## src/rtl/scalar_wb_unit_pkg.sv

```systemverilog
// Shared definitions for the scalar writeback unit.
//   reg_addr_t      : architectural register index (x0..x31)
//   DEF_DATA_WIDTH  : default result width
//   wb_src_e        : writeback source identifiers, also the arbiter index
//   NUM_WB_SRC      : number of writeback sources
package scalar_wb_unit_pkg;

  localparam int DEF_DATA_WIDTH = 32;
  localparam int NUM_WB_SRC     = 3;

  typedef logic [4:0] reg_addr_t;

  typedef enum logic [1:0] {
    WB_ALU = 2'd0,
    WB_LSU = 2'd1,
    WB_VEC = 2'd2
  } wb_src_e;

endpackage

```

## src/rtl/scalar_wb_unit_rr_arbiter.sv

```systemverilog
// wb_rr_arbiter: N-way round-robin arbiter.
//   clk, rst_n : clock, synchronous active-low reset
//   valid      : request per source
//   grant      : one-hot grant, combinational from valid and the pointer
// The pointer names the highest-priority source. After a grant to s it
// moves to s+1 (mod N); without any request it holds.
module wb_rr_arbiter #(
  parameter int N = 3
) (
  input  logic         clk,
  input  logic         rst_n,
  input  logic [N-1:0] valid,
  output logic [N-1:0] grant
);

  localparam int PW = (N > 1) ? $clog2(N) : 1;

  logic [PW-1:0] ptr_q, ptr_d;

  always_comb begin
    int   idx;
    logic found;
    idx   = 0;
    found = 1'b0;
    grant = '0;
    ptr_d = ptr_q;
    for (int i = 0; i < N; i++) begin
      idx = int'(ptr_q) + i;
      if (idx >= N) idx = idx - N;
      if (!found && valid[idx]) begin
        found      = 1'b1;
        grant[idx] = 1'b1;
        ptr_d      = (idx == N - 1) ? '0 : PW'(idx + 1);
      end
    end
  end

  always_ff @(posedge clk) begin
    if (!rst_n) ptr_q <= '0;
    else        ptr_q <= ptr_d;
  end

endmodule

```

## src/rtl/scalar_wb_unit.sv

```systemverilog
// scalar_wb_unit: producer side of the scalar register file write port.
//   clk, rst_n                 : clock, synchronous active-low reset
//   src_valid_i/src_ready_o    : per-source valid/ready (0=ALU 1=LSU 2=VEC)
//   src_rd_i, src_data_i       : per-source destination and result
//   rd_addr_o/rd_data_o/reg_write_en_o : registered register-file write port
//   issue_valid_i, issue_rd_i  : issue stage marks issue_rd_i pending
//   rs1_addr_i, rs2_addr_i     : operands queried against the scoreboard
//   rs1_busy_o/rs2_busy_o/rd_busy_o : pending-write flags (x0 never busy)
//   pending_cnt_o              : registered count of busy registers
module scalar_wb_unit
  import scalar_wb_unit_pkg::*;
#(
  parameter int DATA_WIDTH = DEF_DATA_WIDTH,
  parameter int REG_COUNT  = 32,
  parameter int NUM_SRC    = NUM_WB_SRC
) (
  input  logic                                 clk,
  input  logic                                 rst_n,
  input  logic [NUM_SRC-1:0]                   src_valid_i,
  output logic [NUM_SRC-1:0]                   src_ready_o,
  input  logic [NUM_SRC-1:0][4:0]              src_rd_i,
  input  logic [NUM_SRC-1:0][DATA_WIDTH-1:0]   src_data_i,
  output reg_addr_t                            rd_addr_o,
  output logic [DATA_WIDTH-1:0]                rd_data_o,
  output logic                                 reg_write_en_o,
  input  logic                                 issue_valid_i,
  input  reg_addr_t                            issue_rd_i,
  input  reg_addr_t                            rs1_addr_i,
  input  reg_addr_t                            rs2_addr_i,
  output logic                                 rs1_busy_o,
  output logic                                 rs2_busy_o,
  output logic                                 rd_busy_o,
  output logic [5:0]                           pending_cnt_o
);

  logic [NUM_SRC-1:0] grant;

  wb_rr_arbiter #(.N(NUM_SRC)) u_arb (
    .clk   (clk),
    .rst_n (rst_n),
    .valid (src_valid_i),
    .grant (grant)
  );

  // Grant is only ever raised on a valid source, so it is the transfer itself.
  assign src_ready_o = grant;

  logic                  xfer;
  reg_addr_t             sel_rd;
  logic [DATA_WIDTH-1:0] sel_data;

  // One-hot AND-OR select of the granted source.
  always_comb begin
    sel_rd   = '0;
    sel_data = '0;
    for (int s = 0; s < NUM_SRC; s++) begin
      sel_rd   = sel_rd   | (src_rd_i[s]   & {5{grant[s]}});
      sel_data = sel_data | (src_data_i[s] & {DATA_WIDTH{grant[s]}});
    end
  end

  assign xfer = |grant;

  always_ff @(posedge clk) begin
    if (!rst_n) begin
      reg_write_en_o <= 1'b0;
      rd_addr_o      <= '0;
      rd_data_o      <= '0;
    end else begin
      // x0 results are consumed but never written.
      reg_write_en_o <= xfer && (sel_rd != '0);
      if (xfer) begin
        rd_addr_o <= sel_rd;
        rd_data_o <= sel_data;
      end
    end
  end

  // Scoreboard. The clear is applied before the set so that a new producer
  // issued in the same cycle as the old one retires keeps the bit pending.
  logic [REG_COUNT-1:0] busy_q, busy_d;
  logic [5:0]           cnt_d;

  always_comb begin
    busy_d = busy_q;
    if (reg_write_en_o) busy_d[rd_addr_o] = 1'b0;
    if (issue_valid_i && (issue_rd_i != '0)) busy_d[issue_rd_i] = 1'b1;
    busy_d[0] = 1'b0;
    cnt_d = '0;
    for (int r = 0; r < REG_COUNT; r++) cnt_d = cnt_d + 6'(busy_d[r]);
  end

  always_ff @(posedge clk) begin
    if (!rst_n) begin
      busy_q        <= '0;
      pending_cnt_o <= '0;
    end else begin
      busy_q        <= busy_d;
      pending_cnt_o <= cnt_d;
    end
  end

  // busy_q[0] is held at 0, so address 0 reads as not busy.
  assign rs1_busy_o = busy_q[rs1_addr_i];
  assign rs2_busy_o = busy_q[rs2_addr_i];
  assign rd_busy_o  = busy_q[issue_rd_i];

endmodule

```

## config.mk

```make
export PLATFORM = sky130hd
export DESIGN_NAME = scalar_wb_unit
export DESIGN_NICKNAME = d
export VERILOG_FILES = /design/src/rtl/scalar_wb_unit_pkg.sv /design/src/rtl/scalar_wb_unit_rr_arbiter.sv /design/src/rtl/scalar_wb_unit.sv
export SDC_FILE = /design/constraint.sdc
export NUM_CORES = 1
export LEC_CHECK = 0
export CORE_MARGIN = 4
export CORE_UTILIZATION = 25
export DETAILED_ROUTE_END_ITERATION = 6
export GPL_TIMING_DRIVEN = 1
export HOLD_SLACK_MARGIN = 0.02
export PLACE_DENSITY_LB_ADDON = 0.3
export SYNTH_ARGS = -nofsm -noshare
export SYNTH_HDL_FRONTEND = slang
export SYNTH_HIERARCHICAL = 1
export SYNTH_SLANG_ARGS = --single-unit
```

## constraint.sdc

```tcl
create_clock -name clk -period 7.43 [get_ports clk]
set_input_delay 0.743 -clock clk [delete_from_list [all_inputs] [get_ports clk]]
set_output_delay 0.743 -clock clk [all_outputs]
set_load 0.01 [all_outputs]
```

==> summary.md <==
| Metric | Value |
|---|---|
| HP Start | rd_data_o[24] |
| Antenna Violating Nets Remaining | 0 |
| Gr usage total | between 10% and 20% |
| NetSw | around 760 µW |
| Reg2reg start | rd_addr_o[2] |
| Setup CP Type | in -> reg |
| Initial Utilization | between 20% and 30% |
| Status | finished clean |
| Largest net degree at the start of global routing | between 70 and 80 |
| Vias | just under 5,000 |
| Antenna Cells | 0 |
| Seq pwr share | 28.3% |
| Clock power frac | 24.0% |
| Fmax | between 150 and 200 MHz |
| Final setup violation count | 0 |
| Reg-to-reg setup timing slack | between 1 and 1.5 ns |
| Count of cell types in the netlist | just over 50 |
| Hold bufs inserted after CTS | 0 |
| CP Launch Type | input port |
| VDD IR max | ~0.12 mV |
| Clk sinks | 77 |
| Post-CTS sizing | 0 |
| Combinational share of power | a little under half |
| Finished Layout Cells | roughly 1,000 |
| Gr ovfl total | 0 |
| Post-route setup slack | about 1.1 ns |
| Largest fanout on the critical path | 7 |
| Core area | about 20,000 µm² |
| Total negative slack | 0 ns |
| Ys async rst share | 0% |
| Fin util | between 30% and 40% |
| # nets final | between 800 and 900 |
| Share of cells above drive strength 1 | 5.89% |
| Port Buffers | ~180 |
| Sequential area share after synthesis | between 30% and 40% |
| Number of flops mapped to enable cells by yosys | 0 |
| Worst Path Arrival | 6.58 ns |
| Synth area leader | dfxtp_1 |
| Critical R2R Capture | pending_cnt_o[4] |
| CP Data Required Time | 7.66 ns |
| Vias in the first global route | 5,041 |
| Final HPWL DP | between 10 and 15 mm |
| DP Worst Slack | between 0.7 and 0.8 ns |
| H-tree levels | 3 |
| DRC violations left | 0 |
| R2R cell count | 17 |
| CP max stage delay | 0.55 ns |
| Tcrit/Tclk final | between 80% and 90% |
| CTS clk-pin slew, worst paths | around 0.07 ns |
| Area of the die | ~23,000 µm² |
| Leak pwr | between 0.002 and 0.003 µW |
| Pwr/cell area | 270 nW/µm² |
| Net Count, Synth | 710 |
| Drt wl/cell | 18.8 µm |
| Drt via density | around 5 |
| Die width | approximately 150 µm |
| Yosys warnings | 6 |
| Hold depth | 2 |
| Worst path slowest cell | clkdlybuf4s50_1 |
| Final-report hold violation count | 0 |
| Pins Over Slew Limit | 0 |
| RSZ-0062 raised after global routing | false |
| Ys flop type | dfxtp_1 |
| Area share of the largest cell type after synthesis | a little under a third |
| Placed Instances | between 900 and 1,000 |
| Crit end category | register |
| #FFs+latches synth | between 70 and 80 |
| Drt pass-1 iters | 6 |
| Worst min-delay path class | reg -> reg |
| CTS root buffer | clkbuf_16 |
| Fin Clk Skew | around 0.013 ns |
| Sw frac | a little under two fifths |
| Worst-path cell chain | clkdlybuf4s50_1, or3b_1, o21a_1, fa_1, inv_1, fa_1, inv_1, fa_1, inv_1, fa_1, fa_1, fa_1, fa_1, fa_1, a21o_1, a21oi_1, xnor2_1, and2_1 |
| Critical path buffer and inverter count | 4 |
| Die height | 150 µm |
| Post-CTS setup buffers | 0 |
| Post-route minimum period | about 6.4 ns |
| Average size of a mapped cell | approximately 9.3 µm² |
| Most frequent cell after synthesis | dfxtp_1 |
| CTS Buf Count | 9 |
| Mapped cell area | between 5000 and 6000 µm² |
| FP Rows | slightly above 50 |
| Most used cell, CP | fa_1 |
| WHS Endpoint | rd_data_o[24] |
| Most common library cells after synthesis | dfxtp_1 (77), o21ai_0 (47), nand2_1 (45) |
| Crit path max-delay family | adder cells |
| I/O Pins | around 180 |
| CTS tree | done |
| Max-Cap Viols | 0 |
| DR iter-0 viols | roughly 430 |
| Area growth syn-to-layout | 47.0% |
| Overall routed net length | 18.4 mm |
| Slew HR | approximately a quarter |
| Initial antenna violation count | 0 |
| Clock latency on the worst-skew pair | 0.34 ns |
| Worst-margin pin slew | ~1.1 ns |
| Leading post-synthesis cells by cell area | dfxtp_1 (30%), fa_1 (9.1%), a222oi_1 (7.1%) |
| Gate Count Post-Synth | 544 |
| GPL Wtd Cong | slightly below 0.9 |
| Clk buf depth | 2 |
| Pint | 1250 µW |
| Global-route wire length before repair | 28.2 mm |
==> kinds of logic after synthesis <==
kind of cell	share of synthesized area, %
buf+inv	5.78
simple gates	15.4
xor+xnor	0.519
compound gates	25.1
fa+ha+maj	11.8
mux	11.1
flops	30.4
==> sequential cells by signal, indices dropped and copies added (netlist names) <==
| register | count |
|---|---|
| u_arb/ptr_q | 2 |
| busy_q | 31 |
| reg_write_en_o | 1 |
| pending_cnt_o | 6 |
| rd_data_o | 32 |
| rd_addr_o | 5 |
==> cell type report <==
cell class | instances | area [µm²]
inverters | 37 | 139
fillers | 1967 | 12300
clock inverters | 3 | 68.8
flip-flops and latches | 77 | 1540
clock buffers | 13 | 250
repair buffers | 188 | 1860
multi-input cells | 395 | 3260
well taps | 265 | 332
==> how the worst max path moves through the flow <==
stage | startpoint | to | slack (ns) | cells after the start
2_1_floorplan | issue_rd_i[1] | pending_cnt_o[4] | 1.40 | 19
3_3_place_gp | issue_valid_i | pending_cnt_o[4] | 0.78 | 18
3_5_place_dp | issue_valid_i | pending_cnt_o[4] | 0.74 | 18
4_1_cts | issue_valid_i | pending_cnt_o[4] | 1.10 | 18
5_1_grt | issue_rd_i[3] | pending_cnt_o[4] | 0.86 | 17
6_report | issue_valid_i | pending_cnt_o[4] | 1.07 | 18
==> power groups by stage <==
stage / Clock, µW / Combinational [µW] / Sequential (µW)
global placement: 0 / 977 / 577
floorplan: 0 / 508 / 596
CTS: 497 / 977 / 571
global route: 517 / 1060 / 583
detailed placement: 0 / 970 / 578
finish: 483 / 960 / 571
==> layer usage <==
layer	part of all wire (%)	vias up	global-route usage (%)
met4	1.6	0	4.85
met5	0	-	0
met3	10	21	6.20
met1	41	2356	20.2
li1	-	2345	-
met2	47	235	26.7
==> placed cells by master (no fill, tap or decap), drive strengths merged, types with 2 or more instances in the layout <==
cell type / Yosys / layout
ha: 11 / 11
o21a: 19 / 19
fa: 23 / 23
clkbuf: 26 / 13
a22oi: 7 / 7
mux4: 13 / 13
nand4: 3 / 3
a222oi: 36 / 36
clkinv: 2 / 3
nor2: 8 / 8
o22ai: 3 / 3
a21o: 2 / 2
clkdlybuf4s50: 0 / 180
dfxtp: 77 / 77
nand2b: 4 / 4
xnor2: 2 / 2
nor2b: 23 / 23
mux2: 2 / 2
buf: 9 / 8
inv: 35 / 35
or3b: 7 / 7
a21oi: 12 / 12
bufinv: 0 / 2
mux2i: 23 / 23
a211oi: 2 / 2
nand3: 15 / 15
nand3b: 13 / 13
o2111ai: 2 / 2
or3: 3 / 3
o21ai: 52 / 52
and2: 19 / 19
a21boi: 36 / 36
nand2: 45 / 45
o211ai: 2 / 2
==> worst reg2reg max path, delay by kind of cell, from the launching register on <==
family | cells | cell delay (ns)
AO/OA/AOI/OAI | 4 | 0.68
XOR/XNOR | 1 | 0.07
flip-flops | 1 | 0.60
adder cells (fa/ha/maj) | 8 | 3.83
buffers and inverters | 2 | 0.10
AND/OR/NAND/NOR | 2 | 0.59
==> stage by stage <==
stage          hold slack (ns)  instance area [µm²]  power, µW
2_1_floorplan            0.479                 5070       1100
3_3_place_gp             0.443                 7130       1550
3_5_place_dp             0.450                 7130       1550
4_1_cts                  0.465                 7450       2040
5_1_grt                  0.487                 7450       2160
6_report                 0.464                 7450       2010
Note: power is estimated with default switching activity, not from simulation.
